File: config.mk
export PLATFORM = sky130hd
export DESIGN_NAME = ddr3_dma_write_packer
export DESIGN_NICKNAME = d
export VERILOG_FILES = /design/src/rtl/ddr3_dma_pkg.sv /design/src/rtl/dma_word_packer.sv /design/src/rtl/ddr3_dma_write_packer.sv
export SDC_FILE = /design/constraint.sdc
export NUM_CORES = 2
export LEC_CHECK = 0
export ABC_AREA = 1
export CAP_MARGIN = 10
export CORE_ASPECT_RATIO = 1.2
export CORE_UTILIZATION = 59
export CTS_BUF_LIST = sky130_fd_sc_hd__clkbuf_2
export DETAILED_ROUTE_END_ITERATION = 10
export PLACE_DENSITY = 0.84
export SYNTH_ARGS = -nofsm -noshare
export SYNTH_HDL_FRONTEND = slang
export SYNTH_SLANG_ARGS = --single-unit
File: constraint.sdc
create_clock -name clk -period 2.9 [get_ports clk]
set_input_delay 0.58 -clock clk [delete_from_list [all_inputs] [get_ports clk]]
set_output_delay 0.58 -clock clk [all_outputs]
set_load 0.01 [all_outputs]
File: src/rtl/ddr3_dma_pkg.sv
// Shared widths, packing ratio and FSM encoding for the DDR3 DMA write packer.
package ddr3_dma_pkg;
   localparam int DMA_ADDR_WIDTH = 27;
   localparam int IN_WIDTH       = 64;
   localparam int OUT_WIDTH      = 512;
   localparam int RATIO          = OUT_WIDTH / IN_WIDTH;
   localparam int LANE_W         = (RATIO > 1) ? $clog2(RATIO) : 1;
   localparam bit WIDTH_OK       = ((OUT_WIDTH % IN_WIDTH) == 0) && ((RATIO & (RATIO - 1)) == 0);

   typedef enum logic [2:0] {
      ST_IDLE      = 3'd0,
      ST_REQ       = 3'd1,
      ST_STREAM    = 3'd2,
      ST_FLUSH     = 3'd3,
      ST_WAIT_DONE = 3'd4
   } state_t;
endpackage

File: src/rtl/dma_word_packer.sv
// Packs IN_WIDTH beats into OUT_WIDTH words; a pack register feeds a single output register held under din_rdy.
module dma_word_packer
   import ddr3_dma_pkg::*;
(
   input  logic                 clk,
   input  logic                 rst_n,
   input  logic                 clear,
   input  logic                 beat_valid,
   input  logic [IN_WIDTH-1:0]  beat_data,
   input  logic                 beat_final,
   input  logic                 din_rdy,
   output logic                 stall,
   output logic                 din_en,
   output logic [OUT_WIDTH-1:0] din,
   output logic                 din_eop
);
   localparam logic [LANE_W-1:0] LANE_LAST = LANE_W'(RATIO - 1);

   logic [LANE_W-1:0]    lane_cnt_r;
   logic [OUT_WIDTH-1:0] pack_r;
   logic [OUT_WIDTH-1:0] out_r;
   logic                 pack_full_r;
   logic                 pack_eop_r;
   logic                 out_valid_r;
   logic                 out_eop_r;
   logic [OUT_WIDTH-1:0] base_word_s;
   logic [OUT_WIDTH-1:0] wr_word_s;
   logic                 out_free_s;
   logic                 word_done_s;

   assign out_free_s  = !out_valid_r || din_rdy;
   assign word_done_s = beat_valid && (beat_final || (lane_cnt_r == LANE_LAST));
   assign stall       = pack_full_r && out_valid_r && !din_rdy;
   assign din_en      = out_valid_r && din_rdy;
   assign din_eop     = out_eop_r && din_en;
   assign din         = out_r;

   // Merge the beat into its lane; unwritten lanes stay zero, which gives the short-word zero fill.
   always_comb begin
      base_word_s = (pack_full_r && out_free_s) ? {OUT_WIDTH{1'b0}} : pack_r;
      wr_word_s   = base_word_s;
      if (beat_valid) begin
         wr_word_s[int'(lane_cnt_r) * IN_WIDTH +: IN_WIDTH] = beat_data;
      end else begin
         wr_word_s = base_word_s;
      end
   end

   // Lane counter, pack register and output register movement.
   always_ff @(posedge clk or negedge rst_n) begin
      if (!rst_n) begin
         lane_cnt_r  <= '0;
         pack_r      <= '0;
         out_r       <= '0;
         pack_full_r <= 1'b0;
         pack_eop_r  <= 1'b0;
         out_valid_r <= 1'b0;
         out_eop_r   <= 1'b0;
      end else if (clear) begin
         lane_cnt_r  <= '0;
         pack_r      <= '0;
         pack_full_r <= 1'b0;
         pack_eop_r  <= 1'b0;
         out_valid_r <= 1'b0;
         out_eop_r   <= 1'b0;
      end else begin
         if (beat_valid) begin
            lane_cnt_r <= word_done_s ? {LANE_W{1'b0}} : lane_cnt_r + 1'b1;
         end
         if (pack_full_r && out_free_s) begin
            out_r       <= pack_r;
            out_valid_r <= 1'b1;
            out_eop_r   <= pack_eop_r;
            pack_r      <= wr_word_s;
            pack_full_r <= word_done_s;
            pack_eop_r  <= word_done_s && beat_final;
         end else if (word_done_s && out_free_s) begin
            out_r       <= wr_word_s;
            out_valid_r <= 1'b1;
            out_eop_r   <= beat_final;
            pack_r      <= '0;
         end else if (word_done_s) begin
            pack_r      <= wr_word_s;
            pack_full_r <= 1'b1;
            pack_eop_r  <= beat_final;
         end else begin
            pack_r <= wr_word_s;
            if (din_en) begin
               out_valid_r <= 1'b0;
               out_eop_r   <= 1'b0;
            end
         end
      end
   end
endmodule

File: src/rtl/ddr3_dma_write_packer.sv
// DDR3 DMA write packer: command FSM, length bookkeeping and engine handshake around the word packer.
module ddr3_dma_write_packer
   import ddr3_dma_pkg::*;
(
   input  logic                      clk,
   input  logic                      rst_n,
   input  logic                      cmd_valid,
   output logic                      cmd_ready,
   input  logic [DMA_ADDR_WIDTH-1:0] cmd_addr,
   input  logic [DMA_ADDR_WIDTH-1:0] cmd_words,
   input  logic                      s_valid,
   output logic                      s_ready,
   input  logic [IN_WIDTH-1:0]       s_data,
   input  logic                      s_last,
   output logic                      write_req,
   output logic [DMA_ADDR_WIDTH-1:0] write_start_addr,
   output logic [DMA_ADDR_WIDTH-1:0] write_length,
   input  logic                      write_done,
   input  logic                      din_rdy,
   output logic                      din_en,
   output logic [OUT_WIDTH-1:0]      din,
   output logic                      din_eop,
   output logic                      busy,
   output logic                      done,
   output logic                      len_err
);
   if (!WIDTH_OK) begin : g_width_check
      $error("OUT_WIDTH must be a power-of-two multiple of IN_WIDTH");
   end

   state_t                    state_r;
   state_t                    state_next_s;
   logic [DMA_ADDR_WIDTH-1:0] addr_r;
   logic [DMA_ADDR_WIDTH-1:0] len_r;
   logic [DMA_ADDR_WIDTH-1:0] remain_r;
   logic                      len_err_r;
   logic                      done_r;
   logic [DMA_ADDR_WIDTH:0]   len_calc_s;
   logic                      cmd_fire_s;
   logic                      beat_fire_s;
   logic                      final_beat_s;
   logic                      stall_s;

   assign len_calc_s   = ({1'b0, cmd_words} + (DMA_ADDR_WIDTH + 1)'(RATIO - 1))
                         / (DMA_ADDR_WIDTH + 1)'(RATIO);
   assign cmd_fire_s   = cmd_valid && (state_r == ST_IDLE);
   assign beat_fire_s  = s_valid && s_ready;
   assign final_beat_s = s_last || (remain_r == DMA_ADDR_WIDTH'(1'b1));

   assign write_start_addr = addr_r;
   assign write_length     = len_r;
   assign done             = done_r;
   assign len_err          = len_err_r;

   dma_word_packer u_packer (
      .clk        (clk),
      .rst_n      (rst_n),
      .clear      (cmd_fire_s),
      .beat_valid (beat_fire_s),
      .beat_data  (s_data),
      .beat_final (final_beat_s),
      .din_rdy    (din_rdy),
      .stall      (stall_s),
      .din_en     (din_en),
      .din        (din),
      .din_eop    (din_eop)
   );

   // State register.
   always_ff @(posedge clk or negedge rst_n) begin
      if (!rst_n) begin
         state_r <= ST_IDLE;
      end else begin
         state_r <= state_next_s;
      end
   end

   // Next-state logic; a zero-beat command never leaves IDLE.
   always_comb begin
      state_next_s = state_r;
      case (state_r)
         ST_IDLE: begin
            if (cmd_valid) begin
               state_next_s = (cmd_words == '0) ? ST_IDLE : ST_REQ;
            end else begin
               state_next_s = ST_IDLE;
            end
         end
         ST_REQ:    state_next_s = ST_STREAM;
         ST_STREAM: begin
            if (beat_fire_s && final_beat_s) begin
               state_next_s = ST_FLUSH;
            end else begin
               state_next_s = ST_STREAM;
            end
         end
         ST_FLUSH: begin
            if (din_eop) begin
               state_next_s = ST_WAIT_DONE;
            end else begin
               state_next_s = ST_FLUSH;
            end
         end
         ST_WAIT_DONE: begin
            if (write_done) begin
               state_next_s = ST_IDLE;
            end else begin
               state_next_s = ST_WAIT_DONE;
            end
         end
         default: state_next_s = ST_IDLE;
      endcase
   end

   // State-decoded handshake outputs.
   always_comb begin
      cmd_ready = 1'b0;
      write_req = 1'b0;
      s_ready   = 1'b0;
      busy      = 1'b1;
      case (state_r)
         ST_IDLE: begin
            cmd_ready = 1'b1;
            busy      = 1'b0;
         end
         ST_REQ:       write_req = 1'b1;
         ST_STREAM:    s_ready   = !stall_s;
         ST_FLUSH:     busy      = 1'b1;
         ST_WAIT_DONE: busy      = 1'b1;
         default:      busy      = 1'b1;
      endcase
   end

   // Command latch, beat countdown, length-error flag and done pulse.
   always_ff @(posedge clk or negedge rst_n) begin
      if (!rst_n) begin
         addr_r    <= '0;
         len_r     <= '0;
         remain_r  <= '0;
         len_err_r <= 1'b0;
         done_r    <= 1'b0;
      end else if (cmd_fire_s) begin
         addr_r    <= cmd_addr;
         len_r     <= len_calc_s[DMA_ADDR_WIDTH-1:0];
         remain_r  <= cmd_words;
         len_err_r <= 1'b0;
         done_r    <= (cmd_words == '0);
      end else begin
         done_r <= (state_r == ST_WAIT_DONE) && write_done;
         if (beat_fire_s) begin
            remain_r <= remain_r - DMA_ADDR_WIDTH'(1'b1);
            if (final_beat_s && (s_last != (remain_r == DMA_ADDR_WIDTH'(1'b1)))) begin
               len_err_r <= 1'b1;
            end
         end
      end
   end
endmodule
# ---- Word-level counts from Yosys, hierarchy flattened
# Index checks and enable logic that the tools add are counted.
dict set report totals {
  register_bits 1115
  latchBits 0
  ramBits 0
  rom_bits 0
  input_bits 125
  output_inout_bits 574
  elab_cells 102
  n_memories 0
}
dict set report classes {
  addsub 4
  mul 0
  div_mod_pow 0
  magnitude_cmp 0
  n_eq_ne 9
  shift 2
  n_mux 43
  n_bitwise 1
  reduce_logical 30
}
# op n
set op_table {}
lappend op_table {{2-to-1 mux 512 bit} 7}
lappend op_table {{bitwise mux 512 bit} 1}
lappend op_table {{variable shift 64 x 33 -> 512 bit (first input constant)} 1}
lappend op_table {{variable part select 64 x 33 -> 512 bit} 1}
lappend op_table {{2-to-1 mux 27 bit} 2}
lappend op_table {{negator 9 -> 33 bit} 1}
lappend op_table {{adder 27 x 3 -> 28 bit (second input constant)} 1}
lappend op_table {{== test 27 x 1 -> 1 bit (second input constant)} 1}
lappend op_table {{logical NOT 27 bit} 1}
lappend op_table {{2-to-1 mux 1 bit} 27}
lappend op_table {{subtractor 27 x 1 -> 27 bit (second input constant)} 1}
lappend op_table {{2-to-1 mux 3 bit} 5}
lappend op_table {{one-hot mux 3 bit (5 select lines)} 1}
lappend op_table {{logical AND 1 bit} 13}
lappend op_table {{AND reduction 2 bit} 4}
lappend op_table {{== test 3 x 2 -> 1 bit (second input constant)} 2}
lappend op_table {{== test 3 bit (second input constant)} 2}
lappend op_table {{nonzero test 2 bit} 3}
lappend op_table {{inequality test 4 bit (second input constant)} 1}
lappend op_table {{nonzero test 4 bit} 1}
lappend op_table {{adder 3 x 1 -> 3 bit (second input constant)} 1}
lappend op_table {{== test 3 x 1 -> 1 bit (second input constant)} 1}
lappend op_table {{logical NOT 1 bit} 3}
lappend op_table {{logical NOT 3 bit} 1}
lappend op_table {{other kinds (5)} 7}

# ---- Longest topological paths before layout
dict set report depth {
  ltp_word 10
  depth_mapped 17
  depth_no_buf 14
}

# ---- Cells and area by module
# A second synthesis with hierarchy kept.
dict set report unflattened {
  cells_unflattened 7517
  hier_area_um2 55529.5
}
# module instances cells_per_inst area_per_inst_um2 seq_area_each_um2
set by_module_without_submodules {}
lappend by_module_without_submodules {dma_word_packer 1 6807 50470.9 25799.7}
lappend by_module_without_submodules {ddr3_dma_write_packer 1 710 5058.6 2102.0}

# ---- Worst setup path before layout
# No wires, ideal clock.
dict set report synth_timing {
  path_kind {reg2reg}
  startpoint {register u_packer.lane_cnt_r[0]}
  endpoint {register u_packer.out_r[260] (netlist: u_packer.din[260])}
  setup_ns 0.116
  arrival_time_ns 2.326
  required_time_ns 2.784
  slack_ns 0.457
  path_stages_with_launch 15
  n_path_buf 4
  period_less_slack_ns 2.443
  cell_sequence {dfrtp_1 > buf_2 > inv_2 > ha_1 > ha_1 > buf_2 > inv_1 > buf_2 > a21oi_1 > nand4_1 > clkbuf_1 > nand3_1 > nand3_1 > nand2_1 > nand2_1}
}
dict set report synth_between {
  elab_chain_cells 6
  elab_cells_between_ends 13
  cone_classes {1 x add/sub; 1 x eq/ne; 2 x shift; 4 x mux; 5 x reduce/logical}
}
# item line_no
set synth_rtl {}
lappend synth_rtl {{from (decl)} dma_word_packer.sv:19} ;# logic [LANE_W-1:0] lane_cnt_r;
lappend synth_rtl {{from (signal assigned)} dma_word_packer.sv:68} ;# lane_cnt_r <= word_done_s ? {LANE_W{1'b0}} : lane_cnt_r + 1'b1;
lappend synth_rtl {{negator 9 -> 33 bit / == test 3 bit (equally long branches)} {dma_word_packer.sv:43, dma_word_packer.sv:32}}
lappend synth_rtl {{variable part select 64 x 33 -> 512 bit (tied with other cells)} dma_word_packer.sv:43} ;# wr_word_s[int'(lane_cnt_r) * IN_WIDTH +: IN_WIDTH] = beat_data;
lappend synth_rtl {{bitwise mux 512 bit / logical AND 1 bit (equally long branches)} {dma_word_packer.sv:43, dma_word_packer.sv:32}}
lappend synth_rtl {{2-to-1 mux 512 bit / logical AND 1 bit (equally long branches)} {dma_word_packer.sv:42, dma_word_packer.sv:77}}
lappend synth_rtl {{2-to-1 mux 512 bit / nonzero test 2 bit (equally long branches)} -}
lappend synth_rtl {{2-to-1 mux 512 bit / AND reduction 2 bit (equally long branches)} -}
lappend synth_rtl {{to (signal assigned)} dma_word_packer.sv:71} ;# out_r <= pack_r;
lappend synth_rtl {{to (signal assigned)} dma_word_packer.sv:78} ;# out_r <= wr_word_s;
lappend synth_rtl {{to (decl)} dma_word_packer.sv:21} ;# logic [OUT_WIDTH-1:0] out_r;
# Several ways; a longest one is shown, not always the timed one. The select of a mux whose other input is x is not followed.
# A chain may end at the register's enable or synchronous reset.

# ---- Final worst setup path
dict set report layout_timing {
  startpoint {register state_r[1]}
  endpoint {output s_ready}
}
dict set report layout_between {
  elab_chain_cells 2
}
# item line_no
set layout_rtl {}
lappend layout_rtl {{from (decl)} ddr3_dma_write_packer.sv:31} ;# state_t state_r;
lappend layout_rtl {{from (signal assigned)} ddr3_dma_write_packer.sv:74} ;# state_r <= state_next_s;
lappend layout_rtl {{== test 3 x 2 -> 1 bit} ddr3_dma_write_packer.sv:121} ;# case (state_r)
lappend layout_rtl {{2-to-1 mux 1 bit} ddr3_dma_write_packer.sv:121}
lappend layout_rtl {{to (decl)} ddr3_dma_write_packer.sv:12} ;# output logic s_ready,
# No other way between the ends.

==> metrics.yaml <==
synthArstFlopShare: 1.000
placed_area_sq_um: 68920
drtPass1Iterations: 9
grt_pass1_vias: 61560
postLayoutCellArea_sq_um: 73430
r2r_start: "remain_r[2]"
worst_slew_pin_slew_ps: 1212
critPathMaxStageDelay_ps: 440
critical_path_arrival_ps: 2700
hp-class: "input pin to flop"
synth_mux_area_frac: 0
grt_use_total: 0.4470
numClockSinks: 1115
yosysUniqueCellTypes: 41
synth_simple_gate_area_frac: 0.4081
min_period_ps: 3284
cts_max_path_buffers: 4
crit_required_ps: 2320
yosys_warnings: 0
violations: "negative setup slack"
cts_buffers: 294
grt_max_degree: 134
row_count: 126
antenna_left: 0
finalHoldViolCount: 0
power_mw: 72.30
clock.fmax_ghz: 0.3045
crit_chain: "buf_4 -> nand3_4 -> nor2_4 -> buf_6"
synthesis.area_sq_um: 59190
reg2regPathDepth: 14
drt-initial-drc-count: 8273
post_drt_wl_per_cell_um: 20.67
cts_root_buffer: "clkbuf_2"
crit_buf_inv: 2
layout-drive-gt1-share: 0.1631
yosys.area_share.xor_xnor: 0.002515
drc: 0
die_x_um: 291.2
fin_nets: 9990
cts_max_level: 5
startpoint_type: "flop"
cts_tree: "done"
critPathMaxFanout: 4
clk-insertion-delay-late_ps: 1720
reg2reg_slack_ps: 80
synth-main-ff-cell: "dfrtp_1"
io_buffers: 696
cp-end-kind: "primary output"
slew_violations: 0
layout_setup_ws_ps: -383.6
yosysSeqAreaShare: 0.4714
holdPathStages: 4
synthAdderAreaFrac: 0.001691
core_area_sq_um: 98850
synth_compound_gate_area_share: 0.04931
clk_pin_slew_ps: 130
initial_core_util: 0.5988
critical-path-top-delay-family: "flip-flops"
ys_seq_elements: 1115
dpl.hpwl_um: 148600
gp_congestion: 0.9446
route.vias.total: 65110
drv_cap: 0
fin_crit_sh: 1.132
vdd_drop_max_mv: 0.9215
power_leakage_nw: 43.56
min_to: "write_start_addr[23]"
synth_edf_count: 0
r2r_end: "u_packer.pack_r[494]"
wirelength_um: 233700
dieArea_sq_um: 101600
max_slew_margin: 0.1917
viasPerCell: 5.758
critical_path_class: "flop to primary output"
area_delta_synth_final_pct: 24.05
grt_pass1_wl_um: 349000
finalSetupViolCount: 24
rsz0062_at_grt: "true"
power_density_nw_per_um2: 984.6
dieHeight_um: 349.0
setup_tns_ps: -2053
hp-start: "cmd_addr[23]"
synth_cells: 8755
fin_skew_ps: 152.5
status: "finished with violations"
antenna_found_initial: 18
grt-ovfl-total: 0
critical_path.slowest_cell: "dfrtp_2"
avgSynthCellArea_sq_um: 6.761
io_pins: 699
synth_top_family_by_area: "simple AND/OR/NAND/NOR gates"
[registers in the layout, summed over array words and instances (netlist names), 3 cells and up]
signal / flops
remain_r: 27
u_packer.lane_cnt_r: 3
state_r: 3
write_length: 25
write_start_addr: 27
u_packer.pack_r: 512
u_packer.din: 512
[cell families (layout without fill, tap and decap cells)]
family / Yosys count / after routing
AO/OA/AOI/OAI: 564 / 564
adder cells (fa/ha/maj): 8 / 8
flip-flops: 1115 / 1115
buffers and inverters: 956 / 2211
AND/OR/NAND/NOR: 6094 / 6094
other: 1 / 19
XOR/XNOR: 17 / 17
[layout make-up]
class / count / area [sq um]
flip-flops and latches: 1115 / 27970
multi-input cells: 6685 / 27570
clock buffers: 401 / 2007
clock inverters: 49 / 241.5
inverters: 344 / 1346
well taps: 1280 / 1602
fillers: 7527 / 25420
repair buffers: 1417 / 12650
diodes: 17 / 42.54
[cells in the mapped netlist (2+ instances only)]
library cell / number / share of area
inv_1: 336 / 0.021
nor2_2: 2 / 0.00021
o22ai_1: 7 / 0.00074
a21oi_1: 264 / 0.022
a22o_1: 2 / 0.00030
xnor2_1: 5 / 0.00074
inv_2: 7 / 0.00044
nor3_1: 139 / 0.012
nor2_1: 1184 / 0.075
o211ai_1: 12 / 0.0015
nand3b_1: 6 / 0.00076
nand2_1: 4150 / 0.26
nand2_2: 5 / 0.00053
buf_2: 282 / 0.024
o21ai_0: 141 / 0.012
ha_1: 8 / 0.0017
nand3_2: 2 / 0.00034
nand4_1: 209 / 0.022
xor2_1: 12 / 0.0018
o221ai_1: 6 / 0.00089
clkbuf_1: 253 / 0.016
buf_1: 71 / 0.0045
nor2_4: 2 / 0.00038
nand3_1: 389 / 0.033
o21ai_1: 122 / 0.010
o21bai_1: 2 / 0.00025
dfrtp_1: 1115 / 0.47
o31ai_1: 4 / 0.00051
buf_4: 6 / 0.00076
[per-layer routing]
layer | routed length (um) | vias to the layer above | global-route usage
met3 | 28120 | 1127 | 0.1462
met4 | 24660 | 8 | 0.4111
met5 | 48 | - | 0
met2 | 100900 | 4161 | 0.6613
li1 | - | 29560 | -
met1 | 79960 | 30260 | 0.5150
[worst min-delay path: stages]
cell and delay (ps):
dlygate4sd3_1 550, clkdlybuf4s50_1 430, nand2_1 70, nand2_1 60
[through the flow]
stage / setup slack, ps / std cells / utilization / hold WS [ps]
6_report: -383.6 / 11310 / 0.7428 / 101.3
5_1_grt: -416.0 / 11300 / 0.7426 / 93.42
4_1_cts: -406.7 / 11230 / 0.7332 / 1.917
3_5_place_dp: -48.46 / 10410 / 0.6973 / 463.9
3_3_place_gp: -9.639 / 10410 / 0.6973 / 462.5
2_1_floorplan: 457.4 / 8756 / - / 284.4
[placed cells by master, fill, tap and decap left out, types with 4 or more instances in the layout]
cell             count
nand2_1           4143
nor2_1            1174
dfrtp_1           1062
buf_2              422
buf_4              406
clkbuf_2           401
nand3_1            387
inv_1              331
a21oi_1            263
nand4_1            209
dlygate4sd3_1      182
buf_6              155
o21ai_0            141
nor3_1             136
o21ai_1            122
clkdlybuf4s50_1    122
buf_12             111
dfrtp_2             53
clkinv_1            37
diode_2             17
inv_2               12
o211ai_1            12
xor2_1              12
buf_16               9
clkbuf_16            8
nor2_2               7
nor2_4               7
o22ai_1              7
nand2_2              6
nand3b_1             6
o221ai_1             6
clkinv_2             5
xnor2_1              5
ha_1                 5
nand2_8              4
nand3_4              4
o31ai_1              4
[worst max path at each step]
stage	cells after the start	end	from	slack (ps)
3_3_place_gp	13	u_packer.din[230]	s_last	-10
4_1_cts	3	write_req	state_r[2]	-410
3_5_place_dp	13	u_packer.din[348]	s_last	-50
6_report	4	s_ready	state_r[1]	-380
2_1_floorplan	14	u_packer.din[260]	u_packer.lane_cnt_r[0]	460
5_1_grt	4	s_ready	state_r[0]	-420
[timing repair]
item / CTS / global route
hold endpoints to repair: 2057 / 0
cloned: 1 / 9
buffers inserted: 184 / 54
pin swaps: 4 / 4
hold buffers: 183 / 0
endpoints found under the setup margin: 609 / 657
gates resized for setup: 2541 / 78
[report_power, final]
group	leakage, nW	internal [mW]	total (mW)	switching (mW)
registers	14.7	21.0	25.4	4.35
clock network	1.79	3.82	10.6	6.73
logic	27.0	13.4	36.4	23.0
Power figures use the tool's default switching activity.
